File: src/rtl/reg_save_restore.sv
// Context save/restore sequencer: spills the register file to data memory
// (SAVE) or fills it back (RESTORE), one register per cycle, at a fixed latency.
module reg_save_restore #(
  parameter int NREG = 8,
  parameter int DW   = 8,
  parameter int AW   = 8,
  localparam int RW  = $clog2(NREG)
) (
  input  logic            Clk,
  input  logic            Rst_n,
  input  logic            Start,
  input  logic            Op,
  input  logic [AW-1:0]   Base,
  input  logic [NREG-1:0] Mask,
  output logic            Busy,
  output logic            Done,
  output logic [RW-1:0]   Rf_Ra,
  input  logic [DW-1:0]   Rf_RdatA,
  output logic            Rf_Wen,
  output logic [RW-1:0]   Rf_Wd,
  output logic [DW-1:0]   Rf_Wdat,
  output logic [AW-1:0]   Mem_Addr,
  output logic            Mem_Wen,
  output logic [DW-1:0]   Mem_Wdat,
  input  logic [DW-1:0]   Mem_Rdat
);

  // Counter must reach NREG: RESTORE needs one extra cycle for the read latency.
  localparam int CW = $clog2(NREG + 1);

  typedef enum logic [1:0] {IDLE, SAVE, RESTORE, DONE} state_t;

  state_t          state, state_d;
  logic [CW-1:0]   idx;
  logic [AW-1:0]   base_q;
  logic [NREG-1:0] mask_q;
  logic            save_last, rest_last, rest_issue_last;

  assign save_last       = (idx == CW'(NREG - 1));
  assign rest_last       = (idx == CW'(NREG));
  assign rest_issue_last = (idx == CW'(NREG - 1));

  // NOTE: every always_comb output gets a default first so no path leaves it
  // unassigned; a missing default here would infer a latch.
  always_comb begin
    state_d  = state;
    Busy     = 1'b0;
    Done     = 1'b0;
    Mem_Wen  = 1'b0;
    Rf_Wen   = 1'b0;
    Mem_Wdat = Rf_RdatA;
    Rf_Wdat  = Mem_Rdat;
    case (state)
      IDLE: begin
        if (Start) state_d = Op ? RESTORE : SAVE;
      end
      SAVE: begin
        Busy    = 1'b1;
        Mem_Wen = mask_q[RW'(idx)];
        if (save_last) state_d = DONE;
      end
      RESTORE: begin
        Busy = 1'b1;
        // Write side trails the issue side by the memory's one-cycle read latency.
        if (idx != '0) Rf_Wen = mask_q[RW'(idx - CW'(1))];
        if (rest_last) state_d = DONE;
      end
      DONE: begin
        Done    = 1'b1;
        state_d = IDLE;
      end
      default: state_d = IDLE;
    endcase
  end

  // NOTE: sequential state uses non-blocking assignments so every register
  // samples pre-edge values; reset is synchronous, sampled on the clock edge.
  always_ff @(posedge Clk) begin
    if (!Rst_n) begin
      state    <= IDLE;
      idx      <= '0;
      base_q   <= '0;
      mask_q   <= '0;
      Rf_Ra    <= '0;
      Rf_Wd    <= '0;
      Mem_Addr <= '0;
    end else begin
      state <= state_d;
      case (state)
        IDLE: begin
          if (Start) begin
            base_q   <= Base;
            mask_q   <= Mask;
            idx      <= '0;
            Rf_Ra    <= '0;
            Mem_Addr <= Base;
          end
        end
        SAVE: begin
          if (!save_last) begin
            idx      <= idx + CW'(1);
            Rf_Ra    <= RW'(idx + CW'(1));
            Mem_Addr <= base_q + AW'(idx + CW'(1));
          end
        end
        RESTORE: begin
          if (!rest_last) begin
            idx   <= idx + CW'(1);
            Rf_Wd <= RW'(idx);
            if (!rest_issue_last) Mem_Addr <= base_q + AW'(idx + CW'(1));
          end
        end
        default: ;
      endcase
    end
  end

endmodule

File: config.mk
export PLATFORM = sky130hd
export DESIGN_NAME = reg_save_restore
export DESIGN_NICKNAME = d
export VERILOG_FILES = /design/src/rtl/reg_save_restore.sv
export SDC_FILE = /design/constraint.sdc
export NUM_CORES = 1
export LEC_CHECK = 0
export CORE_MARGIN = 2
export CORE_UTILIZATION = 45
export DETAILED_ROUTE_END_ITERATION = 8
export HOLD_SLACK_MARGIN = 0.08
export PLACE_DENSITY = 0.78
export SYNTH_ARGS = -nofsm -noshare
export SYNTH_HDL_FRONTEND = slang
export SYNTH_SLANG_ARGS = --single-unit
File: constraint.sdc
create_clock -name Clk -period 3.4 [get_ports Clk]
set_clock_uncertainty 0.05 [all_clocks]
set_input_delay 0.68 -clock Clk [delete_from_list [all_inputs] [get_ports Clk]]
set_output_delay 0.68 -clock Clk [all_outputs]
set_load 0.02 [all_outputs]
==> results.yml <==
floorplan:
  die_w_um: 74.8
  std_cell_rows: 25
  dieArea_um2: 5600
  start_util_pct: 47.2
  io_pins: 70
  die_y_um: 74.8
  core_um2: 4790
job:
  maxCapViolCount: 0
clock_tree:
  cts-root-buf: "clkbuf_8"
  clk_pin_slew_ns: 0.07
  cts_buffers: 5
  cts_tree: "done"
  clockBufferDepth: 2
  cts_hold_buf: 0
  clock_latency_ns: 0.29
  htree_levels: 2
  cts_sinks: 36
synthesis:
  synth_flop_cell: "dfxtp_1"
  synthTopCellsByArea: "dfxtp_1, nand2_1, a21boi_0"
  netlist_area_um2: 2260
  avgSynthCellArea_um2: 8.72
  async_flop_share_pct: 0
  syn_nets: 309
  synth_edf_count: 0
  ys_seq_area_share_pct: 31.9
  ys_ff_latch: 36
  synth_top_cell_by_area: "dfxtp_1"
  synth_most_common_cell: "nand2_1"
  synth_cell_types: 48
  synthTopCellsByCount: "nand2_1, dfxtp_1, a21boi_0"
  yosys_warnings: 0
  synthCells: 259
  synthDominantCellAreaShare_pct: 31.9
sta:
  min_period_ns: 3.22
  fin_hold_ws_ns: 0.421
  fmax_mhz: 310
  grt_setup_unrepaired: "no"
  fin_ws_ns: 0.177
  tns_ns: 0
  fin_crit_sh_pct: 94.8
  relSlewSlack_pct: 57.7
  hold_viol: 0
  worst_pin_slew_ns: 0.634
  setup_viol: 0
  slew_viol_final: 0
place:
  place.gp.congestion: 0.848
  place_ws_ns: 0.225
  postPlaceCellArea_um2: 2530
  portBuffers: 37
  dp_hpwl_um: 3350
setup_path:
  crit_path_end_kind: "primary output"
  r2r-start: "state[0]"
  crit_path_end: "Rf_Wen"
  r2r_slack_ns: 0.87
  startpoint_type: "flop"
  cp_data_arrival_time_ns: 2.49
  worstSetupPathType: "reg -> out"
  worstPathRequired_ns: 2.67
  reg2reg_depth: 7
  startpoint: "idx[0]"
  critPathMaxFanout: 9
  reg2reg_to: "Mem_Addr[6]"
layout:
  post-route-util_pct: 54.6
  diodes: 0
  layout-drive-gt1-share_pct: 9.78
  stdcell_area_um2: 2610
  nNetsFinal: 326
  fillers: 448
  area_delta_synth_final_pct: 15.6
pwr:
  p_per_area_nw_per_um2: 763
  p_leak_uw: 0.000942
  worst_ir_drop_vdd_mv: 0.528
drt:
  dr_total_vias: 1778
  drt_iter0_markers: 110
  wl_per_cell_um: 13.5
  firstDrtPassIters: 4
  ant_nets: 0
  vias_per_cell: 5.18
  wirelength_um: 4640
  drc: 0
global_routing:
  grt_pass1_wl_um: 7870
  grt_max_degree: 26
  grt_usage_pct: 18.5
  grt_antenna_before_repair: 0
  grt_pass1_vias: 1660
  overflow: 0
status:
  run_status: "finished clean"
worst_hold_path:
  hp-class: "reg -> reg"
  holdPathStages: 2
-- layout make-up --
type,instances,area (um^2),area share [%]
Multi-Input combinational cell,186,1310,50.1
Clock inverter,1,5.00,0.192
Inverter,8,30.0,1.15
Tap cell,67,83.8,3.21
Timing Repair Buffer,39,385,14.8
Sequential cell,36,726,27.8
Clock buffer,6,72.6,2.78
-- logic make-up after synthesis --
family                   Yosys count  share of synthesized area (%)
XOR/XNOR                           4                           1.55
adder cells (fa/ha/maj)           14                           8.09
AO/OA/AOI/OAI                     63                           20.5
flip-flops                        36                           31.9
AND/OR/NAND/NOR                   96                           21.6
multiplexers                       9                           6.21
buffers and inverters             37                           10.1
-- through the flow --
stage	cells	total power [uW]
2_1_floorplan	259	1480
3_3_place_gp	336	1690
3_5_place_dp	336	1710
4_1_cts	343	2010
5_1_grt	343	2150
6_report	343	1990
-- what timing repair did --
item | CTS | global route
setup buffers | 0 | 0
endpoints found under the setup margin | 1 | 1
resized for setup | 1 | 2
-- layout by cell type, fill, tap and decap left out, types with 2 or more instances in the layout --
| cell type | Yosys | routed |
|---|---|---|
| nand3b_1 | 4 | 4 |
| nor2b_1 | 8 | 8 |
| dfxtp_1 | 36 | 34 |
| o21ai_2 | 3 | 3 |
| o21a_1 | 2 | 2 |
| clkbuf_8 | 0 | 5 |
| mux2i_1 | 5 | 5 |
| clkdlybuf4s50_1 | 0 | 37 |
| nand3_1 | 8 | 8 |
| o211a_1 | 2 | 2 |
| a21boi_0 | 23 | 23 |
| nor3_1 | 2 | 2 |
| inv_1 | 8 | 8 |
| a31oi_2 | 2 | 2 |
| nor2_1 | 9 | 9 |
| a21oi_1 | 11 | 11 |
| ha_1 | 13 | 13 |
| buf_4 | 16 | 2 |
| o21ai_0 | 7 | 7 |
| nand2b_1 | 6 | 6 |
| mux4_2 | 4 | 4 |
| o211ai_1 | 2 | 2 |
| nor3b_1 | 3 | 3 |
| xor2_1 | 3 | 3 |
| nand2_1 | 48 | 48 |
-- layer usage --
layer	share of wire, %	GRT usage, %	wire, um
met1	47	23.0	2190
met2	47	31.0	2200
met3	4.0	4.55	187
met4	1.4	6.55	63
met5	0	0	0
-- state kept, by name (all words and copies together), names as in the netlist --
register	count
Mem_Addr	8
base_q	8
mask_q	8
idx	4
Rf_Ra	3
Rf_Wd	3
state	2
-- critical path: stages, from the launching register on --
cell	delay [ns]
dfxtp_4	0.42
inv_1	0.11
ha_1	0.38
mux4_2	0.53
mux2i_1	0.15
nor2_1	0.07
clkdlybuf4s50_1	0.54
-- power by group --
group,switching [uW],internal [uW]
clock,152,139
sequential,80.4,516
combinational,644,461
-- worst min path at each step --
stage,from,to,slack [ns]
2_1_floorplan,base_q[0],base_q[0],0.39
3_3_place_gp,base_q[0],base_q[0],0.40
3_5_place_dp,base_q[0],base_q[0],0.41
4_1_cts,Rf_Wd[0],Rf_Wd[0],0.43
5_1_grt,Rf_Wd[0],Rf_Wd[0],0.44
6_report,Rf_Wd[0],Rf_Wd[0],0.42
(Power assumes the default switching activity.)
